**src/rtl/display_scan_if.sv**
```systemverilog
// Port bundle between the display scan controller and whatever drives it.
// load is a one-cycle strobe with no ready: the controller always accepts it.
interface display_scan_if;
  logic        en;
  logic        load;
  logic [31:0] data_in;
  logic [7:0]  blank_in;
  logic [2:0]  num;
  logic [31:0] dig;
  logic [7:0]  an;
  logic        frame;

  modport master (
    output en, load, data_in, blank_in,
    input  num, dig, an, frame
  );

  modport slave (
    input  en, load, data_in, blank_in,
    output num, dig, an, frame
  );
endinterface

```
**src/rtl/display_scan.sv**
```systemverilog
// Eight-digit seven-segment scan controller: digit-rate prescaler, active-low
// anode drive with a guard gap, and a display word swapped only at frame wrap.
module display_scan #(
  parameter int DIV   = 100000,
  parameter int GUARD = 16
) (
  input logic          clk,
  input logic          rst,
  display_scan_if.slave bus
);
  localparam int PW = (DIV <= 2) ? 1 : $clog2(DIV);
  localparam int GW = (GUARD < 1) ? 1 : $clog2(GUARD + 1);

  logic [PW-1:0] psc;
  logic [GW-1:0] guard;
  logic          en_q;
  logic [31:0]   pend_word;
  logic [7:0]    pend_mask;
  logic          pend_valid;
  logic [7:0]    mask;
  logic          tick;
  logic          boundary;

  assign tick     = bus.en && (psc == PW'(DIV - 1));
  assign boundary = tick && (bus.num == 3'd7);

  always_ff @(posedge clk) begin
    if (rst) begin
      psc        <= '0;
      guard      <= '0;
      en_q       <= 1'b0;
      pend_word  <= '0;
      pend_mask  <= '0;
      pend_valid <= 1'b0;
      mask       <= '0;
      bus.num    <= '0;
      bus.dig    <= '0;
      bus.frame  <= 1'b0;
    end else begin
      en_q      <= bus.en;
      bus.frame <= boundary;

      if (tick) begin
        psc     <= '0;
        bus.num <= bus.num + 3'd1;
        guard   <= GW'(GUARD);
      end else begin
        if (bus.en)
          psc <= psc + PW'(1);
        if (guard != '0)
          guard <= guard - GW'(1);
      end

      if (bus.load) begin
        pend_word <= bus.data_in;
        pend_mask <= bus.blank_in;
      end

      // A load on the boundary itself bypasses the pending slot entirely.
      if (boundary) begin
        if (bus.load) begin
          bus.dig <= bus.data_in;
          mask    <= bus.blank_in;
        end else if (pend_valid) begin
          bus.dig <= pend_word;
          mask    <= pend_mask;
        end
        pend_valid <= 1'b0;
      end else if (bus.load) begin
        pend_valid <= 1'b1;
      end
    end
  end

  // Registered terms only, so en reaches the anodes one edge late by design.
  always_comb begin
    bus.an = 8'hFF;
    if (en_q && (guard == '0) && !mask[bus.num])
      bus.an = ~(8'b1 << bus.num);
  end
endmodule

```
**src/flat_wrapper.sv**
```systemverilog
// flat-port wrapper written by rule: the top's interface ports become plain ports
module display_scan_flat 
#(
  parameter int DIV   = 100000,
  parameter int GUARD = 16
)
  (clk, rst, bus_en, bus_load, bus_data_in, bus_blank_in, bus_num, bus_dig, bus_an, bus_frame);
  display_scan_if bus_i ();
  input logic clk;
  input logic rst;
  input wire logic [$bits(bus_i.en)-1:0] bus_en;
  input wire logic [$bits(bus_i.load)-1:0] bus_load;
  input wire logic [$bits(bus_i.data_in)-1:0] bus_data_in;
  input wire logic [$bits(bus_i.blank_in)-1:0] bus_blank_in;
  output wire logic [$bits(bus_i.num)-1:0] bus_num;
  output wire logic [$bits(bus_i.dig)-1:0] bus_dig;
  output wire logic [$bits(bus_i.an)-1:0] bus_an;
  output wire logic [$bits(bus_i.frame)-1:0] bus_frame;
  assign bus_i.en = bus_en;
  assign bus_i.load = bus_load;
  assign bus_i.data_in = bus_data_in;
  assign bus_i.blank_in = bus_blank_in;
  assign bus_num = bus_i.num;
  assign bus_dig = bus_i.dig;
  assign bus_an = bus_i.an;
  assign bus_frame = bus_i.frame;
  display_scan #(.DIV(DIV), .GUARD(GUARD)) u_core (.clk(clk), .rst(rst), .bus(bus_i));
endmodule
```
**config.mk**
```make
export PLATFORM = sky130hd
export DESIGN_NAME = display_scan_flat
export DESIGN_NICKNAME = d
export VERILOG_FILES = /design/src/rtl/display_scan_if.sv /design/src/rtl/display_scan.sv /design/src/flat_wrapper.sv
export SDC_FILE = /design/constraint.sdc
export NUM_CORES = 1
export LEC_CHECK = 0
export ABC_CLOCK_PERIOD_IN_PS = 5200
export CORE_AREA = 2 2 114 171
export CTS_CLUSTER_SIZE = 25
export DETAILED_ROUTE_END_ITERATION = 8
export DIE_AREA = 0 0 116 173
export HOLD_SLACK_MARGIN = 0.05
export PLACE_DENSITY = 0.51
export SETUP_SLACK_MARGIN = 0.2
export SYNTH_ARGS = -nofsm -noshare
export SYNTH_HDL_FRONTEND = slang
export SYNTH_SLANG_ARGS = --single-unit
export TNS_END_PERCENT = 20
```
**constraint.sdc**
```tcl
create_clock -name clk -period 5.2 [get_ports clk]
set_input_delay 1.04 -clock clk [delete_from_list [all_inputs] [get_ports clk]]
set_output_delay 1.04 -clock clk [all_outputs]
set_load 0.02 [all_outputs]
```
# Word-level counts from Yosys, hierarchy flattened
# Cells that the tools add are included.
op_classes:
  addsub: 3
  n_shift: 1
  n_lt_le_gt_ge: 1
  bitwise_logic: 1
  n_reduce_logical: 12
  mux: 9
  eq_ne: 2
op_table:
  columns: ["op", "count"]
  rows:
  - ["$mux 32", 2]
  - ["$mux 8", 3]
  - ["$add 17x1->17 const B", 1]
  - ["$eq 17x17->1 const B", 1]
  - ["$mux 5", 2]
  - ["$not 8->8", 1]
  - ["$shl 1x3->8 const A", 1]
  - ["$logic_not 5->1", 1]
  - ["$reduce_bool 5->1", 1]
  - ["$sub 5x1->5 const B", 1]
  - ["$logic_and 1x1->1", 4]
  - ["$lt 3x4->1 const B", 1]
  - ["$reduce_bool 2->1", 2]
  - ["$reduce_or 2->1", 2]
  - ["$add 3x1->3 const B", 1]
  - ["$bmux 1 s3", 1]
  - ["$eq 3x3->1 const B", 1]
  - ["$reduce_and 2->1", 1]
  - ["$logic_not 1->1", 1]
  - ["$mux 1", 1]
totals:
  input_bits: 44
  output_inout_bits: 44
  word_cells: 40
  ff_bits: 108

# Depth between registers and ports, before layout
# Gate-level depths: netlist (run 1).
depth:
  word_depth: 5
  mapped_depth: 8
  depth_no_buf: 6

# Least setup slack after synthesis (run 1)
# Ideal clock, no wire load.
synth_path:
  kind: "input to register"
  from: "input port bus_en"
  to: "register u_core.bus.dig[0]"
  path_buffers: 4
  required_time_ns: 5.079
  path_stages: 8
  setup_ns: 0.121
  arrival_ns: 2.901
  path_slack_ns: 2.177
  cell_sequence: "buf_4 -> nand4_2 -> or4_1 -> buf_2 -> or4b_1 -> buf_2 -> buf_6 -> mux2_4"
synth_via:
  elab_chain_len: 3
synth_rtl:
  columns: ["item", "line", "rtl"]
  rows:
  - ["start: declaration", "flat_wrapper.sv:11", "input wire logic [$bits(bus_i.en)-1:0] bus_en;"]
  - ["$logic_and 1x1->1", "display_scan.sv:24", "assign tick = bus.en && (psc == PW'(DIV - 1));"]
  - ["$logic_and 1x1->1", "display_scan.sv:25", "assign boundary = tick && (bus.num == 3'd7);"]
  - ["$reduce_and 2->1 (no source line)", null, null]
  - ["end signal: assignment", "display_scan.sv:62", "bus.dig <= bus.data_in;"]
  - ["end signal: assignment", "display_scan.sv:65", "bus.dig <= pend_word;"]
  - ["end: declaration", "display_scan_if.sv:20", "output num, dig, an, frame"]
# No other way between the ends.
# A chain may end at the register's enable or synchronous reset.

# Worst setup path in the final report (run 1)
layout_path:
  from: "register u_core.guard[0]"
  to: "output port bus_an[1]"
layout_via:
  elab_chain_len: 4
layout_rtl:
  columns: ["item", "line", "rtl"]
  rows:
  - ["start: declaration", "display_scan.sv:15", "logic [GW-1:0] guard;"]
  - ["start signal: assignment", "display_scan.sv:46", "guard <= GW'(GUARD);"]
  - ["start signal: assignment", "display_scan.sv:51", "guard <= guard - GW'(1);"]
  - ["$logic_not 5->1", "display_scan.sv:78", "if (en_q && (guard == '0) && !mask[bus.num])"]
  - ["$logic_and 1x1->1 (2 in a row)", "display_scan.sv:78", null]
  - ["$mux 8", "display_scan.sv:78", null]
  - ["end: declaration", "flat_wrapper.sv:17", "output wire logic [$bits(bus_i.an)-1:0] bus_an;"]
# No other way between the ends.

==> metrics.cfg, run 1 <==
[setup_path]
crit_type = flop to primary output
start_kind = flop
critPathBufInv = 2
reg2regPathDepth = 5
r2r_end = u_core.bus.dig[14]$_SDFFE_PP0P_
crit_path_end_kind = primary output
path_delay_family = simple AND/OR/NAND/NOR gates
cp_common_cell = nand2_1
critPathMaxFanout = 6
critPathMaxStageDelay_ns = 0.85
cp.required_ns = 4.16
slowest_stage = nor4b_1
cp.arrival_ns = 3.13
r2r_slack_ns = 2.37
worstPathCellList = inv_1 -> ha_1 -> nor4b_1 -> nand2_1 -> nor3_1 -> nand2_1 -> clkdlybuf4s50_1
r2r-start = u_core.psc[0]$_SDFFE_PP0P_

[synthesis]
synth.area.top_cells = dfxtp_1 48%, mux2_4 13%, mux2i_1 9.3%
synth_cell_types = 35
synth_nets = 475
yosys.area.top_type = dfxtp_1
synth_cells = 423
syn_area_um2 = 4543
ys_warn_count = 0
yosysSeqAreaShare_pct = 47.59
yosys.area.top_type_share_pct = 47.59
ys_ff_latch = 108
syn_area_per_cell_um2 = 10.74

[timing]
hold_viol = 0
fin_crit_sh_pct = 80.24
rsz0062_at_grt = no
finalClockSkew_ns = 0.007640
maxSlewHeadroom_pct = 30.31
setup_violations = 0
finalCriticalPeriod_ns = 4.172
maxSlewViolCount = 0
finalSetupTns_ns = 0
worstMarginPinSlew_ns = 1.031
fmax_mhz = 239.7

[hold_path]
whs_path_depth = 2
min-delay-start = u_core.psc[16]$_SDFFE_PP0P_
hold_end = u_core.psc[16]$_SDFFE_PP0P_
hp-class = flop to flop

[grt]
grt_start_max_net_pins = 53
overflow = 0
grt_usage_pct = 10.04
antenna_found_initial = 0
grt_pass1_vias = 3192
grt_pass1_wl_mm = 15.82

[placed_design]
globalplace.congestion = 0.7150
dp_cells = 740
numPortBuffers = 87
dpl_cell_area_um2 = 5615
hpwl_mm = 6.743

[clock_tree]
cts_buffers = 9
htree_levels = 3
clk_pin_slew_ns = 0.07
cts_resized = 0
cts_hold_buf = 0
clockBufferDepth = 2
tritoncts = yes
cts_root_buf = clkbuf_16
clkLatencyLatePin_ns = 0.35
post_cts_buffers = 0
cts.sinks = 108

[final_layout]
most-common-layout-cells = 108 x dfxtp_1, 85 x clkdlybuf4s50_1, 60 x nor2_1, 42 x mux2i_1, 41 x nor2b_1
nNetsFinal = 551
antenna_cells = 0
final_common_cell = dfxtp_1
fill_cells = 1913
final_layout_size_suffix_gt1_share_pct = 12.90
area_growth_pct = 30.57
post-route-util_pct = 32.12
fin_area_um2 = 5932
final_cells = 756

[route]
drc = 0
firstDrtPassIters = 4
drt_iter0_drc = 137
postRouteAntennaNets = 0
wl_per_cell_um = 12.98
routed_wl_mm = 9.810
detail_route.vias_per_cell = 4.151
routed-via-count = 3138

[die]
die_x_um = 116
row_count = 61
die_y_um = 173
initial_core_util_pct = 24.60
ios = 88
core_um2 = 18470
die_area_um2 = 20070

[run]
max_cap_violations = 0

[power_and_ir_drop]
p_leak_uw = 0.002409
p_per_area_nw_per_um2 = 302.6
ir_worst_vdd_uv = 134.2

[run_status]
outcome = complete, no violations

worst reg2reg max path: stages (launching register included):
cell and delay [ns]:
dfxtp_1 0.39, ha_1 0.24, nand4_2 0.15, or4_1 0.56, or4b_4 0.95, mux2_4 0.43
stage by stage:
step                      power, uW  hold slack (ns)  worst slack [ns]
after floorplan                1029           0.4631             2.177
after global placement         1088           0.4876             1.303
after detailed placement       1098           0.5006             1.257
after CTS                      1827           0.5121            0.9679
after global routing           1882           0.5180            0.7290
final                          1795           0.5043             1.028
layout make-up:
cell class              instances  area [um2]  area share (%)
multi-input cells             282        2225           37.50
repair buffers                 90       883.3           14.89
inverters                       8       30.03          0.5062
clock buffers                  10       239.0           4.029
well taps                     252       315.3           5.315
flip-flops and latches        108        2162           36.45
clock inverters                 6       77.57           1.308
cell usage after synthesis:
cell type,n
nor4b_1,4
nand2_1,15
nand4_2,1
buf_6,4
xor2_1,5
clkbuf_1,15
and4_1,3
nand4_1,8
and3_1,2
a21boi_0,1
mux2i_1,42
nand3_1,4
nor2_1,60
buf_4,1
buf_2,2
mux2_4,40
o31ai_1,1
inv_1,8
buf_1,3
a211oi_1,2
ha_1,8
or3_1,5
nor4_1,3
or4_1,2
nor3_1,5
dfxtp_1,108
or4b_1,1
nor2b_1,41
mux4_2,2
and4b_1,2
o21ai_0,6
xnor2_1,10
a21oi_1,7
and2_1,1
o21a_1,1
worst max-delay path by stage:
stage,startpoint,endpoint,slack [ns],cells past startpoint
after global routing,u_core.guard[0]$_SDFFE_PP0P_,bus_an[1],0.73,7
after floorplan,bus_en,u_core.bus.dig[0]$_SDFFE_PP0P_,2.18,8
after detailed placement,bus_en,u_core.bus.dig[30]$_SDFFE_PP0P_,1.26,5
after CTS,u_core.guard[0]$_SDFFE_PP0P_,bus_an[1],0.97,7
final,u_core.guard[0]$_SDFFE_PP0P_,bus_an[1],1.03,7
after global placement,bus_en,u_core.bus.dig[6]$_SDFFE_PP0P_,1.30,5
flip-flops by register name, summed over array words and instances, names as in the netlist:
register and flops:
u_core.pend_mask 8, u_core.pend_word 32, u_core.bus.frame 1, u_core.guard 5
u_core.mask 8, u_core.pend_valid 1, u_core.bus.num 3, u_core.psc 17
u_core.en_q 1, u_core.bus.dig 32
kinds of logic after synthesis:
group                      count (synthesis)  synth area share, %
and+or+nand+nor                          157                18.07
DFF                                      108                47.59
muxes                                     84                23.46
buffers and inverters                     33                3.525
AOI/OAI and AO/OA                         18                2.258
xor gates and xnor gates                  15                2.892
adders and majority gates                  8                2.203
power by group:
group / switching [uW] / internal [uW]
Clock: 322 / 397
Combinational: 97.9 / 96.4
Sequential: 19.2 / 863
routing by layer:
metal / vias to the layer above / GRT usage [%] / part of all wire (%)
li1: 1586 / - / -
met4: 0 / 4.464 / 1.5
met5: - / 0 / 0
met3: 10 / 1.858 / 4.4
met1: 1474 / 11.68 / 43
met2: 68 / 17.57 / 51
Power figures use the tool's default switching activity.
==> run 2, diff against run 1 <==
--- a/config.mk
+++ b/config.mk
@@ -5,13 +5,13 @@
 export SDC_FILE = /design/constraint.sdc
 export NUM_CORES = 1
 export LEC_CHECK = 0
-export ABC_CLOCK_PERIOD_IN_PS = 5200
+export ABC_CLOCK_PERIOD_IN_PS = 3500
 export CORE_AREA = 2 2 114 171
 export CTS_CLUSTER_SIZE = 25
 export DETAILED_ROUTE_END_ITERATION = 8
 export DIE_AREA = 0 0 116 173
 export HOLD_SLACK_MARGIN = 0.05
-export PLACE_DENSITY = 0.51
+export PLACE_DENSITY = 0.52
 export SETUP_SLACK_MARGIN = 0.2
 export SYNTH_ARGS = -nofsm -noshare
 export SYNTH_HDL_FRONTEND = slang
==> constraint.sdc (replaced) <==
create_clock -name clk -period 3.5 [get_ports clk]
set_input_delay 0.7 -clock clk [delete_from_list [all_inputs] [get_ports clk]]
set_output_delay 0.7 -clock clk [all_outputs]
set_load 0.02 [all_outputs]
==> metrics.cfg, run 2 (synthesis gave the netlist of run 1 again) <==
[setup_path]
crit_type = flop to primary output
cp.required_ns = 2.80  ; -1.36 ns
crit_path_end_kind = primary output
critPathMaxFanout = 8  ; +2
cp.arrival_ns = 2.40  ; -0.73 ns
start_kind = flop

[run]
max_cap_violations = 0  ; unchanged

[final_layout]
post-route-util_pct = 32.57  ; +0.45 points
fin_area_um2 = 6016  ; +1.4%
nNetsFinal = 556  ; +0.91%
reg_top3 = u_core.bus.dig x32, u_core.pend_word x32, u_core.psc x17
area_growth_pct = 32.42
most-common-layout-cells = 107 x dfxtp_1, 85 x clkdlybuf4s50_1, 60 x nor2_1, 42 x mux2i_1, 41 x nor2b_1
final_layout_size_suffix_gt1_share_pct = 14.73  ; +1.8 points
antenna_cells = 0  ; unchanged
final_common_cell = dfxtp_1

[die]
ios = 88  ; unchanged
die_area_um2 = 20070  ; unchanged
die_x_um = 116  ; unchanged
row_count = 61  ; unchanged
die_y_um = 173  ; unchanged
initial_core_util_pct = 24.60  ; unchanged
core_um2 = 18470  ; unchanged

[timing]
fmax_mhz = 322.9
hold_viol = 0  ; unchanged
maxSlewViolCount = 0  ; unchanged
setup_violations = 0  ; unchanged
finalSetupTns_ns = 0  ; unchanged
rsz0062_at_grt = no
fin_crit_sh_pct = 88.48
worstMarginPinSlew_ns = 0.5081  ; -0.5227 ns
maxSlewHeadroom_pct = 66.13  ; +36 points
finalClockSkew_ns = 0.01145  ; +0.003808 ns
finalCriticalPeriod_ns = 3.097
fin_ws_ns = 0.4032  ; -0.6244 ns

[grt]
grt_pass1_vias = 3270  ; +2.4%
overflow = 0  ; unchanged
grt_usage_pct = 10.33  ; +0.29 points
grt_pass1_wl_mm = 16.22  ; +2.5%
antenna_found_initial = 0  ; unchanged
grt_start_max_net_pins = 43  ; -19%

[route]
routed_wl_mm = 9.984  ; +1.8%
drc = 0  ; unchanged
firstDrtPassIters = 4  ; unchanged
postRouteAntennaNets = 0  ; unchanged
routed-via-count = 3165  ; +0.86%
drt_iter0_drc = 96  ; -30%
detail_route.vias_per_cell = 4.159  ; +0.20%
wl_per_cell_um = 13.12  ; +1.1%

[power_and_ir_drop]
power.total_uw = 2740  ; +53%
p_per_area_nw_per_um2 = 455.5  ; +51%
ir_worst_vdd_uv = 217.5  ; +62%
p_leak_uw = 0.002448  ; +1.6%

[placed_design]
hpwl_mm = 7.013  ; +4.0%
dpl_cell_area_um2 = 5665  ; +0.89%
globalplace.congestion = 0.7330  ; +2.5%
post-place-ws_ns = 0.4300  ; -0.8274 ns
numPortBuffers = 87  ; unchanged

[clock_tree]
tritoncts = yes
cts_root_buf = clkbuf_16
htree_levels = 3  ; unchanged
clkLatencyLatePin_ns = 0.35  ; about the same
clockBufferDepth = 2  ; unchanged
cts.sinks = 108  ; unchanged
cts_buffers = 9  ; unchanged
post_cts_buffers = 0  ; unchanged
clk_pin_slew_ns = 0.07  ; about the same

[run_status]
outcome = complete, no violations

[hold_path]
hp-class = flop to flop

-- run 2: cell types whose count changed in the layout (fill, tap and decap cells not counted), sizes merged --
cell	delta
buf	+5
clkbuf	-1
bufinv	+1
-- run 2: power by group --
part	total (uW)	switching [uW]	internal (uW)
registers	1310	28.3	1280
logic	312	149	163
clock network	1120	481	638
-- run 2: final cells by class --
type	instances	area [um2]
fillers	1915	12450
multi-input cells	282	2246
flip-flops and latches	108	2163
repair buffers	95	933.4
well taps	252	315.3
clock buffers	9	225.2
clock inverters	7	102.6
inverters	8	30.03
-- run 2: worst max-delay path, stage by stage (launching register included) --
cell	delay, ns
dfxtp_2	0.43
mux4_2	0.55
and2_1	0.18
a211oi_2	0.24
nand2_1	0.10
clkdlybuf4s50_1	0.54
-- run 2: layer usage --
layer	track usage (%)	vias to the layer above	wire [um]
met5	0	-	0
met4	4.960	0	263
met3	2.874	16	459
met2	17.35	73	4898
met1	11.91	1485	4363
li1	-	1591	-
-- run 2: final timing paths --
path / startpoint / endpoint / slack (ns) / cells after the start
worst max-delay path: u_core.bus.num[0]$_SDFFE_PP0P_ / bus_an[3] / 0.40 / 5
worst min-delay path: u_core.psc[15]$_SDFFE_PP0P_ / u_core.psc[15]$_SDFFE_PP0P_ / 0.51 / 2
worst max register to register: u_core.psc[0]$_SDFFE_PP0P_ / u_core.mask[6]$_SDFFE_PP0P_ / 1.00 / 6
worst min register to register: u_core.psc[15]$_SDFFE_PP0P_ / u_core.psc[15]$_SDFFE_PP0P_ / 0.51 / 2
-- run 2: per-stage QoR --
stage	hold slack [ns]	cells
floorplan	0.4631	423
global placement	0.4814	745
detailed placement	0.4881	745
CTS	0.5066	761
global route	0.5308	761
finish	0.5138	761
-- run 2: what timing repair did --
item / CTS / global route
hold buffers: 0 / 0
resized for setup: 1 / 4
setup endpoints to repair: 3 / 8
